## src/rtl/fifo_pkg.sv

```systemverilog
// Shared FIFO definitions: lane count, lane mask and lane-count types.
// Used by the 4-write/1-read FIFO and its 1-write/4-read sibling.
package fifo_pkg;

    localparam int NUM_WR_LANES = 4;

    typedef logic [NUM_WR_LANES-1:0] lane_mask_t;
    typedef logic [2:0]              lane_cnt_t;

    function automatic lane_cnt_t popcnt4(input lane_mask_t m);
        lane_cnt_t n;
        n = '0;
        for (int i = 0; i < NUM_WR_LANES; i++) begin
            n = n + lane_cnt_t'(m[i]);
        end
        return n;
    endfunction

endpackage

```

## src/rtl/fifo_w4r1_if.sv

```systemverilog
// Handshake bundle for fifo_w4r1: four write lanes in, one beat out.
// master = producer/consumer side, slave = the FIFO itself.
interface fifo_w4r1_if #(
    parameter int WIDTH = 8,
    parameter int DEPTH = 8
);
    import fifo_pkg::*;

    localparam int CW = $clog2(DEPTH) + 1;

    lane_mask_t       valid_in;
    lane_mask_t       ready_in;
    logic [WIDTH-1:0] data_in [3:0];
    logic             ready_out;
    logic             valid_out;
    logic [WIDTH-1:0] data_out;
    logic [CW-1:0]    count;

    modport master (
        output valid_in, data_in, ready_out,
        input  ready_in, valid_out, data_out, count
    );

    modport slave (
        input  valid_in, data_in, ready_out,
        output ready_in, valid_out, data_out, count
    );

endinterface

```

## src/rtl/fifo_w4r1_lane_compact4.sv

```systemverilog
// Packs accepted write lanes into consecutive slots in lane order.
// Ports: acc_i mask, data_i[4] in; data_o[4] packed, n_wr_o count out.
module lane_compact4
    import fifo_pkg::*;
#(
    parameter int WIDTH = 8
) (
    input  lane_mask_t       acc_i,
    input  logic [WIDTH-1:0] data_i [3:0],
    output logic [WIDTH-1:0] data_o [3:0],
    output lane_cnt_t        n_wr_o
);

    lane_cnt_t n;

    // Slot k receives the k-th set lane, scanning lane 0 upward.
    always_comb begin
        for (int k = 0; k < NUM_WR_LANES; k++) begin
            data_o[k] = '0;
        end
        n = '0;
        for (int i = 0; i < NUM_WR_LANES; i++) begin
            if (acc_i[i]) begin
                data_o[n[1:0]] = data_i[i];
                n = n + 3'd1;
            end
        end
    end

    assign n_wr_o = n;

endmodule

```

## src/rtl/fifo_w4r1.sv

```systemverilog
// Synchronous FIFO, four compacted write lanes, one FWFT read port.
// Ports: clk, reset (sync, active-high), bus (fifo_w4r1_if.slave).
module fifo_w4r1
    import fifo_pkg::*;
#(
    parameter int WIDTH = 8,
    parameter int DEPTH = 8
) (
    input  logic        clk,
    input  logic        reset,
    fifo_w4r1_if.slave  bus
);

    localparam int AW = $clog2(DEPTH);
    localparam int CW = AW + 1;

    logic [WIDTH-1:0] mem_q [DEPTH];
    logic [AW-1:0]    wr_ptr_q, wr_ptr_d;
    logic [AW-1:0]    rd_ptr_q, rd_ptr_d;
    logic [CW-1:0]    count_q, count_d;

    logic [CW-1:0]    free;
    lane_mask_t       rdy;
    lane_mask_t       acc;
    lane_cnt_t        n_wr;
    logic             rd;
    logic [WIDTH-1:0] pk [3:0];

    // Grants come from registered count only, so no valid->ready path
    // and a same-cycle read never widens the grant.
    assign free = CW'(DEPTH) - count_q;

    always_comb begin
        rdy = '0;
        for (int i = 0; i < NUM_WR_LANES; i++) begin
            rdy[i] = (free >= CW'(i + 1));
        end
    end

    assign acc = bus.valid_in & rdy;
    assign rd  = (count_q != '0) && bus.ready_out;

    lane_compact4 #(
        .WIDTH (WIDTH)
    ) u_compact (
        .acc_i  (acc),
        .data_i (bus.data_in),
        .data_o (pk),
        .n_wr_o (n_wr)
    );

    // Pointer adds wrap naturally at AW bits.
    always_comb begin
        wr_ptr_d = wr_ptr_q + AW'(n_wr);
        rd_ptr_d = rd_ptr_q + AW'(rd);
        count_d  = count_q + CW'(n_wr) - CW'(rd);
    end

    always_ff @(posedge clk) begin
        if (!reset) begin
            for (int k = 0; k < NUM_WR_LANES; k++) begin
                if (3'(k) < n_wr) begin
                    mem_q[wr_ptr_q + AW'(k)] <= pk[k];
                end
            end
        end
    end

    always_ff @(posedge clk) begin
        if (reset) begin
            wr_ptr_q <= '0;
            rd_ptr_q <= '0;
            count_q  <= '0;
        end else begin
            wr_ptr_q <= wr_ptr_d;
            rd_ptr_q <= rd_ptr_d;
            count_q  <= count_d;
        end
    end

    assign bus.ready_in  = rdy;
    assign bus.valid_out = (count_q != '0);
    assign bus.data_out  = (count_q != '0) ? mem_q[rd_ptr_q] : '0;
    assign bus.count     = count_q;

endmodule

```

## src/flat_wrapper.sv

```systemverilog
// flat-port wrapper written by rule: the top's interface ports become plain ports
module fifo_w4r1_flat import fifo_pkg::*;
#(
    parameter int WIDTH = 8,
    parameter int DEPTH = 8
)
  (clk, reset, bus_valid_in, bus_data_in, bus_ready_out, bus_ready_in, bus_valid_out, bus_data_out, bus_count);
  fifo_w4r1_if #(.WIDTH(WIDTH), .DEPTH(DEPTH)) bus_i ();
  input  logic clk;
  input  logic reset;
  input wire logic [$bits(bus_i.valid_in)-1:0] bus_valid_in;
  input wire logic [$bits(bus_i.data_in)-1:0] bus_data_in;
  input wire logic [$bits(bus_i.ready_out)-1:0] bus_ready_out;
  output wire logic [$bits(bus_i.ready_in)-1:0] bus_ready_in;
  output wire logic [$bits(bus_i.valid_out)-1:0] bus_valid_out;
  output wire logic [$bits(bus_i.data_out)-1:0] bus_data_out;
  output wire logic [$bits(bus_i.count)-1:0] bus_count;
  assign bus_i.valid_in = bus_valid_in;
  assign bus_i.data_in = {>>{bus_data_in}};
  assign bus_i.ready_out = bus_ready_out;
  assign bus_ready_in = bus_i.ready_in;
  assign bus_valid_out = bus_i.valid_out;
  assign bus_data_out = bus_i.data_out;
  assign bus_count = bus_i.count;
  fifo_w4r1 #(.WIDTH(WIDTH), .DEPTH(DEPTH)) u_core (.clk(clk), .reset(reset), .bus(bus_i));
endmodule
```

## config.mk

```make
export PLATFORM = sky130hd
export DESIGN_NAME = fifo_w4r1_flat
export DESIGN_NICKNAME = d
export VERILOG_FILES = /design/src/rtl/fifo_pkg.sv /design/src/rtl/fifo_w4r1_if.sv /design/src/rtl/fifo_w4r1_lane_compact4.sv /design/src/rtl/fifo_w4r1.sv /design/src/flat_wrapper.sv
export SDC_FILE = /design/constraint.sdc
export NUM_CORES = 1
export LEC_CHECK = 0
export ABC_AREA = 1
export CAP_MARGIN = 25
export CELL_PAD_IN_SITES_DETAIL_PLACEMENT = 1
export CELL_PAD_IN_SITES_GLOBAL_PLACEMENT = 2
export CORE_UTILIZATION = 35
export CTS_CLUSTER_SIZE = 10
export DETAILED_ROUTE_END_ITERATION = 8
export PLACE_DENSITY_LB_ADDON = 0.1
export RECOVER_POWER = 100
export SLEW_MARGIN = 20
export SYNTH_ARGS = -nofsm -noshare
export SYNTH_HDL_FRONTEND = slang
export SYNTH_SLANG_ARGS = --single-unit
```

## constraint.sdc

```tcl
create_clock -name clk -period 6.6 [get_ports clk]
set_input_delay 1.32 -clock clk [delete_from_list [all_inputs] [get_ports clk]]
set_output_delay 1.32 -clock clk [all_outputs]
set_load 0.01 [all_outputs]
```

==> results.sh <==
export IMPL_firstDrtPassIters=8
export IMPL_cts_resized_gates=0
export IMPL_cts_tree="done"
export IMPL_synth_seq_cells=74
export IMPL_slowest_delay_ns=0.57
export IMPL_vias_per_cell=5.423
export IMPL_wl_per_cell_um=22.21
export IMPL_synth_area_mm2=0.007239
export IMPL_nFillCells=2722
export IMPL_start_util_pct=35.78
export IMPL_path_delay_family="simple AND/OR/NAND/NOR gates"
export IMPL_max_cap_violations=0
export IMPL_use_met2_pct=49.23
export IMPL_power_density_mw_per_mm2=579.4
export IMPL_grt_use_met1_pct=46.85
export IMPL_hp_class="flop to flop"
export IMPL_detail_route_antenna_nets=0
export IMPL_critPathBufInv=7
export IMPL_final_seq_area_mm2=0.002122
export IMPL_io_buffer_count=55
export IMPL_grt_pass1_wl_mm=50.29
export IMPL_route_detailed_drc=0
export IMPL_dieWidth_um=145.8
export IMPL_antenna_found_initial=0
export IMPL_seq_area_frac_synth_pct=29.31
export IMPL_synth_common_cells="340 x nand2_1, 220 x nand3_1, 156 x inv_1, 112 x nor2_1, 67 x o21ai_0"
export IMPL_cp_arrival_ns=5.81
export IMPL_grt_max_degree=44
export IMPL_multi_input_area_mm2=0.004230
export IMPL_period_share_pct=85.72
export IMPL_critPathCaptureType="flop"
export IMPL_synth_most_common_cell="nand2_1"
export IMPL_power_uw=4875
export IMPL_drtIter0Drc=655
export IMPL_synthDistinctLibCells=36
export IMPL_cp_data_required_time_ns=6.75
export IMPL_worst_pin_slew_ns=1.414
export IMPL_rsz0062_at_grt="false"
export IMPL_placed_area_mm2=0.008158
export IMPL_synth_top_cell_by_area="edfxtp_1"
export IMPL_final_util_pct=41.58
export IMPL_drv_slew=0
export IMPL_synth_edff_count=64
export IMPL_peakVddDrop_mv=0.2768
export IMPL_clk_pin_slew_ns=0.07
export IMPL_hold_buffers=0
export IMPL_synth_area_leaders="edfxtp_1 27%, nand2_1 18%, nand3_1 15%, inv_1 8.1%, nor2_1 5.8%"
export IMPL_syn2layout_area_growth_pct=16.21
export IMPL_p_leak_uw=0.004116
export IMPL_fin_worst_skew_ns=0.01101
export IMPL_start_kind="input pin"
export IMPL_syn_avg_cell_area_um2=6.203
export IMPL_met3_usage_pct=4.389
export IMPL_crit_chain="dlygate4sd3_1 > nand2_1 > inv_1 > ha_1 > nand3_1 > nand2_1 > inv_1 > ha_1 > inv_1 > nor2_4 > inv_4 > nand2_4 > nand2_1 > nand2_4 > nand2_4 > clkbuf_1 > nand3_1 > nand2_1 > inv_1 > a21oi_1"
export IMPL_clkLatencyLatePin_ns=0.35
export IMPL_fp_dieH_um=145.8
export IMPL_relSlewSlack_pct=5.715
export IMPL_drive_gt1_share_pct=6.753
export IMPL_grt_busiest_layer="met2"
export IMPL_async_flop_share_pct=0
export IMPL_core_area_mm2=0.02023
export IMPL_h_tree_depth=3
export IMPL_crit_type="input pin to flop"
export IMPL_ys_warn_count=0
export IMPL_root_buffer="clkbuf_16"
export IMPL_postCtsSetupBuffers=0
export IMPL_grt_usage_pct=31.88
export IMPL_final_hold_violation_count=0
export IMPL_num_rows=52
export IMPL_n_antenna_cell=0
export IMPL_max_freq_ghz=0.1768
export IMPL_min_period_ns=5.658
export IMPL_cts_buffers=9
export IMPL_pre_cts_slack_ns=1.081
export IMPL_nets=1285
export IMPL_vias=8129
export IMPL_syn_nets=1228
export IMPL_clock_path_buffers=2
export IMPL_synth_top_area_share_pct=26.55
export IMPL_outcome="finished clean"
export IMPL_ios=56
export IMPL_clkSinkCount=74
export IMPL_slowest_stage="clkbuf_1"
export IMPL_postRouteWirelength_mm=33.29
export IMPL_gp_congestion=0.9163
export IMPL_ys_flop_type="edfxtp_1"
export IMPL_final_cell_area_mm2=0.008413
export IMPL_grt_pass1_vias=7982
export IMPL_finalSetupViolations=0
export IMPL_dp_hpwl_mm=25.40
export IMPL_finalSetupTns_ns=0
export IMPL_overflow=0
export IMPL_crit_path_max_fanout=43
export IMPL_synthesis_instances=1167
export IMPL_die_area_mm2=0.02126
export IMPL_fin_ws_ns=0.9425
-- per-layer routing --
layer	routed length (um)	part of all wire (%)	vias to the layer above
li1	-	-	3920
met1	15860	48	3909
met2	14580	44	258
met3	2233	6.7	42
met4	628	1.9	0
met5	0	0	-
-- tightest hold or removal path, delay by kind of cell, from the launching register on --
| kind | cells | cell delay, ns |
|---|---|---|
| xor+xnor | 1 | 0.14 |
| simple gates | 1 | 0.04 |
| flops | 1 | 0.33 |
-- cell families after synthesis --
kind of cell / count (synthesis) / synth area share (%)
XOR/XNOR: 6 / 0.7259
AND/OR/NAND/NOR: 726 / 44.78
buffers and inverters: 210 / 11.75
flip-flops: 74 / 29.31
AO/OA/AOI/OAI: 129 / 9.419
adder cells (fa/ha/maj): 22 / 4.010
-- flip-flops by register name (all words and copies together) (netlist names) --
name              cells
u_core.bus.count      4
u_core.mem_q         64
u_core.rd_ptr_q       3
u_core.wr_ptr_q       3
-- metrics by stage --
stage	cells	hold slack, ns
2_1_floorplan	1167	0.4755
3_3_place_gp	1483	0.5298
3_5_place_dp	1483	0.5418
4_1_cts	1499	0.5564
5_1_grt	1499	0.5661
6_report	1499	0.5478
-- final timing paths --
path                                     startpoint                  to  slack, ns  cells after the start
worst min-delay path             u_core.rd_ptr_q[2]  u_core.rd_ptr_q[2]       0.55                      2
worst min register to register   u_core.rd_ptr_q[2]  u_core.rd_ptr_q[2]       0.55                      2
worst max register to register  u_core.bus.count[0]  u_core.mem_q[1][7]       1.23                     25
worst max-delay path                bus_valid_in[0]  u_core.mem_q[1][7]       0.94                     20
-- layout by cell type (no fill, tap or decap), types with 3 or more instances in the layout --
cell type,synthesis,final
nand2_1,340,347
nand3_1,220,220
inv_1,156,157
nor2_1,112,114
o21ai_0,67,67
edfxtp_1,64,64
clkdlybuf4s50_1,0,37
a21oi_1,29,29
buf_4,6,28
ha_1,20,20
dlygate4sd3_1,0,18
o22ai_1,16,15
nand4_1,11,11
inv_2,12,11
dfxtp_1,10,10
a31oi_1,9,9
clkbuf_16,0,9
nor3_1,8,7
nand3_2,6,6
o21ai_1,6,6
nand2_4,10,6
xnor2_1,4,4
nand2_2,7,4
nor2_2,4,3
-- cell type report --
type                    instances  area share (%)
well taps                     270           4.015
multi-input cells             883           50.28
flip-flops and latches         74           25.22
inverters                     171           7.659
clock buffers                   9           2.677
clock inverters                 7           1.011
repair buffers                 85           9.131
-- power by group --
group          leakage (uW)  switching [uW]  internal [uW]
combinational       0.00329            2400            953
clock              0.000146             229            301
sequential         0.000674             137            850
total               0.00412            2770           2100
Power figures use the tool's default switching activity.
